[src/rtl/controller.sv]
// Multicycle RISC-V control FSM: decodes state plus opcode/func fields into datapath selects and enables.
// Latency: outputs are combinational from the current state, 3-5 cycles per instruction. No backpressure.
// Optional TRAP_ILLEGAL_EN: an unknown opcode parks the FSM in HALT with illegal=1 until reset.
module controller (
    input  logic       clk,
    input  logic       reset,
    input  logic [6:0] op,
    input  logic [2:0] func3,
    input  logic       func7b5,
    input  logic       Zero,
    input  logic       Negative,
    input  logic       Carry,
    input  logic       Overflow,
    output logic       RegWrite,
    output logic       IRWrite,
    output logic       AdrSrc,
    output logic       PCWrite,
    output logic       MemWrite,
    output logic [1:0] ResultSrc,
    output logic [1:0] ALUSrcA,
    output logic [1:0] ALUSrcB,
    output logic [2:0] ImmSrc,
    output logic [3:0] ALUControl,
    output logic       illegal
);

    localparam logic [6:0] OP_LOAD  = 7'b0000011;
    localparam logic [6:0] OP_STORE = 7'b0100011;
    localparam logic [6:0] OP_RTYPE = 7'b0110011;
    localparam logic [6:0] OP_ITYPE = 7'b0010011;
    localparam logic [6:0] OP_BR    = 7'b1100011;
    localparam logic [6:0] OP_JAL   = 7'b1101111;
    localparam logic [6:0] OP_JALR  = 7'b1100111;
    localparam logic [6:0] OP_LUI   = 7'b0110111;
    localparam logic [6:0] OP_AUIPC = 7'b0010111;

    localparam logic [1:0] SRCA_PC = 2'b00, SRCA_OLDPC = 2'b01, SRCA_A = 2'b10, SRCA_ZERO = 2'b11;
    localparam logic [1:0] SRCB_WD = 2'b00, SRCB_IMM = 2'b01, SRCB_FOUR = 2'b10;
    localparam logic [1:0] RES_ALUOUT = 2'b00, RES_DATA = 2'b01, RES_ALURES = 2'b10;
    localparam logic [2:0] IMM_I = 3'b000, IMM_S = 3'b001, IMM_B = 3'b010, IMM_J = 3'b011, IMM_U = 3'b100;

    localparam logic [3:0] ALU_ADD = 4'b0000, ALU_SUB = 4'b0001, ALU_AND = 4'b0010, ALU_OR = 4'b0011;
    localparam logic [3:0] ALU_XOR = 4'b0100, ALU_SLT = 4'b0101, ALU_SLTU = 4'b0110, ALU_SLL = 4'b0111;
    localparam logic [3:0] ALU_SRL = 4'b1000, ALU_SRA = 4'b1001;

    typedef enum logic [3:0] {
        S_FETCH, S_DECODE, S_MEMADR, S_MEMREAD, S_MEMWB, S_MEMWRITE, S_EXECR, S_EXECI,
        S_ALUWB, S_BRANCH, S_JAL, S_JALR, S_LUI, S_AUIPC, S_HALT
    } state_t;

    state_t state, state_nxt;

    logic       regw_raw, irw_raw, pcw_raw, memw_raw;
    logic [3:0] alu_op;
    logic       taken;

    always_ff @(posedge clk or negedge reset) begin
        if (!reset) state <= S_FETCH;
        else        state <= state_nxt;
    end

    // Shared ALU decode for register and immediate arithmetic; SUB only exists for R-type.
    always_comb begin
        alu_op = ALU_ADD;
        case (func3)
            3'b000: alu_op = (state == S_EXECR && func7b5) ? ALU_SUB : ALU_ADD;
            3'b001: alu_op = ALU_SLL;
            3'b010: alu_op = ALU_SLT;
            3'b011: alu_op = ALU_SLTU;
            3'b100: alu_op = ALU_XOR;
            3'b101: alu_op = func7b5 ? ALU_SRA : ALU_SRL;
            3'b110: alu_op = ALU_OR;
            3'b111: alu_op = ALU_AND;
            default: alu_op = ALU_ADD;
        endcase
    end

    // Carry is the no-borrow flag of A-B, so unsigned less-than is !Carry.
    always_comb begin
        taken = 1'b0;
        case (func3)
            3'b000: taken = Zero;
            3'b001: taken = !Zero;
            3'b100: taken = Negative ^ Overflow;
            3'b101: taken = !(Negative ^ Overflow);
            3'b110: taken = !Carry;
            3'b111: taken = Carry;
            default: taken = 1'b0;
        endcase
    end

    always_comb begin
        state_nxt  = state;
        regw_raw   = 1'b0;
        irw_raw    = 1'b0;
        pcw_raw    = 1'b0;
        memw_raw   = 1'b0;
        AdrSrc     = 1'b0;
        ResultSrc  = RES_ALUOUT;
        ALUSrcA    = SRCA_PC;
        ALUSrcB    = SRCB_WD;
        ImmSrc     = IMM_I;
        ALUControl = ALU_ADD;
        illegal    = 1'b0;
        case (state)
            S_FETCH: begin
                irw_raw   = 1'b1;
                pcw_raw   = 1'b1;
                ALUSrcB   = SRCB_FOUR;
                ResultSrc = RES_ALURES;
                state_nxt = S_DECODE;
            end
            S_DECODE: begin
                ALUSrcA = SRCA_OLDPC;
                ALUSrcB = SRCB_IMM;
                if (op == OP_BR)       ImmSrc = IMM_B;
                else if (op == OP_JAL) ImmSrc = IMM_J;
                case (op)
                    OP_LOAD, OP_STORE: state_nxt = S_MEMADR;
                    OP_RTYPE:          state_nxt = S_EXECR;
                    OP_ITYPE:          state_nxt = S_EXECI;
                    OP_BR:             state_nxt = S_BRANCH;
                    OP_JAL:            state_nxt = S_JAL;
                    OP_JALR:           state_nxt = S_JALR;
                    OP_LUI:            state_nxt = S_LUI;
                    OP_AUIPC:          state_nxt = S_AUIPC;
`ifdef TRAP_ILLEGAL_EN
                    default:           state_nxt = S_HALT;
`else
                    default:           state_nxt = S_FETCH;
`endif
                endcase
            end
            S_MEMADR: begin
                ALUSrcA   = SRCA_A;
                ALUSrcB   = SRCB_IMM;
                ImmSrc    = (op == OP_STORE) ? IMM_S : IMM_I;
                state_nxt = (op == OP_STORE) ? S_MEMWRITE : S_MEMREAD;
            end
            S_MEMREAD: begin
                AdrSrc    = 1'b1;
                state_nxt = S_MEMWB;
            end
            S_MEMWB: begin
                ResultSrc = RES_DATA;
                regw_raw  = 1'b1;
                state_nxt = S_FETCH;
            end
            S_MEMWRITE: begin
                AdrSrc    = 1'b1;
                memw_raw  = 1'b1;
                state_nxt = S_FETCH;
            end
            S_EXECR: begin
                ALUSrcA    = SRCA_A;
                ALUControl = alu_op;
                state_nxt  = S_ALUWB;
            end
            S_EXECI, S_JALR: begin
                ALUSrcA    = SRCA_A;
                ALUSrcB    = SRCB_IMM;
                ALUControl = (state == S_EXECI) ? alu_op : ALU_ADD;
                state_nxt  = (state == S_EXECI) ? S_ALUWB : S_JAL;
            end
            S_ALUWB: begin
                regw_raw  = 1'b1;
                state_nxt = S_FETCH;
            end
            S_BRANCH: begin
                ALUSrcA    = SRCA_A;
                ALUControl = ALU_SUB;
                pcw_raw    = taken;
                state_nxt  = S_FETCH;
            end
            // Jumps: PC takes the target already in ALUOut while the ALU forms OldPC+4 for rd.
            S_JAL: begin
                ALUSrcA   = SRCA_OLDPC;
                ALUSrcB   = SRCB_FOUR;
                pcw_raw   = 1'b1;
                state_nxt = S_ALUWB;
            end
            S_LUI, S_AUIPC: begin
                ALUSrcA   = (state == S_LUI) ? SRCA_ZERO : SRCA_OLDPC;
                ALUSrcB   = SRCB_IMM;
                ImmSrc    = IMM_U;
                state_nxt = S_ALUWB;
            end
            S_HALT: begin
`ifdef TRAP_ILLEGAL_EN
                illegal   = 1'b1;
                state_nxt = S_HALT;
`else
                state_nxt = S_FETCH;
`endif
            end
            default: state_nxt = S_FETCH;
        endcase
    end

    // Enables are killed combinationally while reset is held so nothing commits mid-reset.
    assign RegWrite = regw_raw & reset;
    assign IRWrite  = irw_raw  & reset;
    assign PCWrite  = pcw_raw  & reset;
    assign MemWrite = memw_raw & reset;

endmodule

[config.mk]
export PLATFORM = sky130hd
export DESIGN_NAME = controller
export DESIGN_NICKNAME = d
export VERILOG_FILES = /design/src/rtl/controller.sv
export SDC_FILE = /design/constraint.sdc
export NUM_CORES = 1
export LEC_CHECK = 0
export CAP_MARGIN = 20
export CORE_AREA = 2 2 56 58
export DETAILED_ROUTE_END_ITERATION = 16
export DIE_AREA = 0 0 58 60
export GPL_ROUTABILITY_DRIVEN = 1
export PLACE_DENSITY_LB_ADDON = 0.3
export SLEW_MARGIN = 20
export SYNTH_ARGS = -nofsm -noshare
export SYNTH_HDL_FRONTEND = slang
export SYNTH_SLANG_ARGS = --single-unit
[constraint.sdc]
create_clock -name clk -period 3.9 [get_ports clk]
set_input_delay 0.975 -clock clk [delete_from_list [all_inputs] [get_ports clk]]
set_output_delay 0.975 -clock clk [all_outputs]
set_load 0.02 [all_outputs]
==> run metrics, run 1 <==
fin nets=157; Post-Syn Area=684 µm²; Setup CP Type=input pin to primary output; Yosys cell types=36; number of port buffers=34; Commonest cells post-synth=nand2_1, nor2_1; Critical Path Fanout Max=7; setup bufs post-CTS=0; number of flops mapped to enable cells by yosys=0; Worst-Skew Late Latency=0.23 ns; Largest regs=state (4); die height=60 µm; top post-synthesis cells by area=dfrtp_1, nand2_1, nor2_1; Fin. Hold Viols=0; total wire length=1940 µm; Crit path max-delay family=buffers and inverters; Post-Syn Nets=122; CTS Sinks=4; dominant cell by count in the synthesized netlist=nand2_1; vias per inst=4.78; Max Root-Sink Buffers=2; Pleak=0.434 nW; Placed Cells incl. Taps=168; # rows=20; IO Count=36; ANT cells=0; core area=0.00290 mm²; first-pass iteration count of the detailed router=4; Worst-path clk slew=0.04 ns; Fin Clk Skew=0.000632 ns; Setup violations, final=0; max-cap viol count=0; Worst EP arrival=2.76 ns; Warnings, synthesis=0; period utilization=95.7%; fin cells=171; setup tns final=0 ns; Worst Hold Class=flip-flop to flip-flop; Die Wd=58 µm; vias in the first global route=765; antenna viol nets, final=0; worst setup margin=0.166 ns; post-DP HPWL=1560 µm; gr usage total=11.5%; fin crit period=3.73 ns; RSZ-0062 raised after global routing=no; status=complete, no violations; #FFs+latches synth=4; RePlAce Congestion=0.788; CTS tree=yes; CP max stage delay=0.63 ns; worst-path cell chain=clkdlybuf4s50_1, nor3_1, a221o_1, o22ai_2, clkdlybuf4s50_1; via count=818; f_max=268 MHz; number of antenna violations at the first check in global routing=0; CTS hold repair buffers=0; global-route wire length before repair=3230 µm; Die ar.=0.00348 mm²; drt wl/cell=11.4 µm; CP dominant cell by count=clkdlybuf4s50_1; area delta synth->final=57.6%; top_reg_cell synth=dfrtp_1; Yosys top cell area share=14.6%; detailed-route DRC error count=0; worst endpoint required time=2.92 ns; Max H-tree Level=1; TritonCTS Buffers=3; Async SR Flop Fraction=100%; worst vdd rail ir drop=169 µV; Sequential Area=100 µm²; placed instance area=0.00105 mm²; CP Buf/Inv Count=2; gr ovfl total=0; Root Buffer=clkbuf_4; design area=0.00108 mm²; cell taking the most area after synthesis=dfrtp_1; Mapped Cells=105; multi-input logic area=531 µm²; max FFs per register=4; Power Density=374 mW/mm²; kind of end point of the critical path=primary output; Largest Register=state; Setup crit start kind=input pin; pin count of the biggest net entering global routing=17; pre-CTS WS=0.119 ns; Worst path slowest cell=clkdlybuf4s50_1; fillcell total=311; initial core utilization=23.6%; register area share after synthesis=14.6%; Detailed Route Iter0 Violations=16; final core occ=37.2%; ratio of cells with drive above 1 in the final layout=8.70%; post-synthesis average cell area=6.52 µm²; Final Max Slew Viols=0
what timing repair did:
item,in CTS,in global routing
setup endpoints to repair,0,1
gates resized for setup,0,2
hold endpoints to repair,0,0
worst paths after layout:
path	startpoint	endpoint	cells after the start	slack, ns
max	func3[0]	ALUControl[0]	5	0.17
min	state[1]	state[3]	2	0.76
max reg2reg	state[1]	state[1]	3	2.45
min reg2reg	state[1]	state[3]	2	0.76
max in group asynchronous	reset	state[2]	2	2.70
min in group asynchronous	reset	state[1]	2	1.08
final cells by class:
class                           count  area share, %
Multi-Input combinational cell     90           49.2
Timing Repair Buffer               38           34.6
Sequential cell                     4           9.28
Tap cell                           33           3.83
Clock buffer                        3           2.09
Inverter                            3           1.04
where the power goes:
group	switching [mW]	internal (mW)
clock	0.0145	0.0343
sequential	0.0316	0.0489
combinational	0.140	0.134
cells by family (layout without fill, tap and decap cells):
logic type / Yosys count / after routing / synth area share, %
and+or+nand+nor: 59 / 59 / 43.3
AOI/OAI and AO/OA: 22 / 22 / 22.5
buffers and inverters: 11 / 44 / 8.77
xor gates and xnor gates: 8 / 8 / 10.2
DFF: 4 / 4 / 14.6
other: 1 / 1 / 0.548
metrics by stage:
| step | hold slack (ns) | power [mW] |
|---|---|---|
| floorplan | 0.645 | 0.239 |
| global placement | 0.758 | 0.356 |
| detailed placement | 0.758 | 0.355 |
| CTS | 0.762 | 0.408 |
| global route | 0.813 | 0.439 |
| finish | 0.756 | 0.404 |
tightest hold or removal path, stage by stage (launching register included):
cell and delay [ns]:
dfrtp_1 0.54, nand2_1 0.12, a32oi_1 0.05
layout by cell type (no fill, tap or decap), drive strengths merged, types with 4 or more instances in the layout:
cell | netlist | final
nor3 | 5 | 5
a21oi | 5 | 5
nand2b | 5 | 5
o21ai | 5 | 5
buf | 6 | 4
xnor2 | 5 | 5
clkdlybuf4s50 | 0 | 33
nor2 | 15 | 15
nand2 | 17 | 17
dfrtp | 4 | 4
routing by layer:
| layer | track usage (%) | wire length (µm) | vias to the layer above |
|---|---|---|---|
| met2 | 20.0 | 951 | 18 |
| li1 | - | - | 427 |
| met4 | 1.66 | 19 | 0 |
| met1 | 14.6 | 904 | 371 |
| met3 | 3.25 | 69 | 2 |
| met5 | 0 | 0 | - |
(Power assumes the default switching activity.)
==> inputs of run 2 (changes only) <==
CELL_PAD_IN_SITES_DETAIL_PLACEMENT = 0   (was default)
CELL_PAD_IN_SITES_GLOBAL_PLACEMENT = 1   (was default)
==> run 2 against run 1 <==
  * First-iteration DRC count fell by 63%
  * Cell count is 0.58% higher
  * Fmax down 1.6%
  * Count of clock-buffer cells in the layout unchanged
  * Wire length shrank 2.6%
  * Register-to-register slack improved by 0.08 ns
  * Clock power increased by 0.8%
  * Core utilization barely moved
  * Cell area is 0.12% lower
  * Critical endpoint unchanged
==> run metrics, run 2 (synthesis results as in run 1) <==
kind of end point of the critical path=primary output; max-cap viol count=0; design area=0.00108 mm²; most common cell after layout, fill and taps aside=clkdlybuf4s50_1; worst vdd rail ir drop=220 µV; Max Root-Sink Buffers=2; max FFs per register=4; Fin. Hold Viols=0; vias in the first global route=749; Worst EP arrival=2.82 ns; total wire length=1890 µm; most frequent cells in the layout=clkdlybuf4s50_1, nand2_1, nor2_1; Largest regs=state (4); via count=825; Tot Pwr=0.400 mW; Largest Register=state; post-DP HPWL=1590 µm; Setup crit start kind=input pin; Worst-path clk slew=0.04 ns; setup tns final=0 ns; Die ar.=0.00348 mm²; Worst-Skew Late Latency=0.23 ns; Detailed Route Iter0 Violations=6; global-route wire length before repair=3110 µm; worst endpoint required time=2.92 ns; RSZ-0062 raised after global routing=no; Fin Clk Skew=0.00275 ns; TritonCTS Buffers=3; number of port buffers=34; area delta synth->final=57.4%; fillcell total=332; fin crit period=3.80 ns; CTS hold repair buffers=0; Setup violations, final=0; CTS tree=yes; number of antenna violations at the first check in global routing=0; Post-CTS Resized=0; period utilization=97.3%; CTS Sinks=4; fin nets=158; IO Count=36; Die Wd=58 µm; Final Max Slew Viols=0; Worst path slowest cell=clkdlybuf4s50_1; antenna viol nets, final=0; gr ovfl total=0; placed instance area=0.00105 mm²; setup bufs post-CTS=0; status=complete, no violations; worst-path cell chain=clkdlybuf4s50_1, nor3_1, a221o_1, o22ai_2, clkdlybuf4s50_1; Root Buffer=clkbuf_4; RePlAce Congestion=0.774; # rows=20; Worst Hold Class=flip-flop to flip-flop; drt wl/cell=11.0 µm; Critical Path Fanout Max=9; pin count of the biggest net entering global routing=17; ratio of cells with drive above 1 in the final layout=8.63%; first-pass iteration count of the detailed router=4; Setup CP Type=input pin to primary output; detailed-route DRC error count=0; CP max stage delay=0.68 ns; f_max=263 MHz; Power Density=372 mW/mm²; CP dominant cell by count=clkdlybuf4s50_1; gr usage total=11.4%; vias per inst=4.80; core area=0.00290 mm²; ANT cells=0; die height=60 µm; initial core utilization=23.6%; Max H-tree Level=1; Pleak=0.420 nW
==> run 2: changes by cell type in the layout (fill, tap and decap cells not counted) <==
cell	change
nor4_1	+1
buf_4	+1
nor4_2	-1
clkdlybuf4s50_1	+1
dlymetal6s2s_1	-1
==> run 2: final timing paths <==
kind | from | to | slack (ns) | depth (start not counted)
max | func3[0] | ALUControl[0] | 0.10 | 5
min | state[1] | state[3] | 0.73 | 2
max reg2reg | state[0] | state[1] | 2.53 | 3
min reg2reg | state[1] | state[3] | 0.73 | 2
max in group asynchronous | reset | state[0] | 2.70 | 2
min in group asynchronous | reset | state[3] | 1.08 | 2
==> run 2: worst max-delay path: cells and delay by family <==
family / cells / cell delay [ns]
AO/OA/AOI/OAI: 2 / 0.43
buffers and inverters: 2 / 1.30
AND/OR/NAND/NOR: 1 / 0.12
==> run 2: per-stage QoR <==
| step | hold WS, ns | cells | utilization (%) | worst slack, ns |
|---|---|---|---|---|
| final | 0.730 | 172 | 37.1 | 0.103 |
| after global routing | 0.775 | 172 | 37.1 | 0.000299 |
| after CTS | 0.721 | 172 | 37.1 | 0.102 |
| after detailed placement | 0.713 | 169 | 36.3 | 0.109 |
| after global placement | 0.747 | 169 | 36.3 | 0.134 |
| after floorplan | 0.645 | 105 | - | 1.06 |
==> run 2: area by class of cell <==
type	count	area, µm²	area share (%)
timing repair buffer	39	378	35.1
multi-input combinational	90	524	48.7
tap	33	41.3	3.83
sequential	4	100	9.29
clock buffer	3	22.5	2.09
inverter	3	11.3	1.05
==> run 2: metal layers <==
layer / wire (µm) / track usage (%) / vias to the layer above / part of all wire, %
met3: 62 / 1.30 / 0 / 3.3
met2: 970 / 20.9 / 14 / 51
li1: - / - / 434 / -
met1: 861 / 14.0 / 377 / 45
met4: 0 / 2.99 / 0 / 0
met5: 0 / 0 / - / 0
==> run 2: power breakdown <==
part           leakage [nW]  internal (mW)  switching [mW]  total, mW
clock network        0.0138         0.0343          0.0149     0.0492
logic                 0.353          0.135           0.137      0.272
registers            0.0533         0.0490          0.0302     0.0791
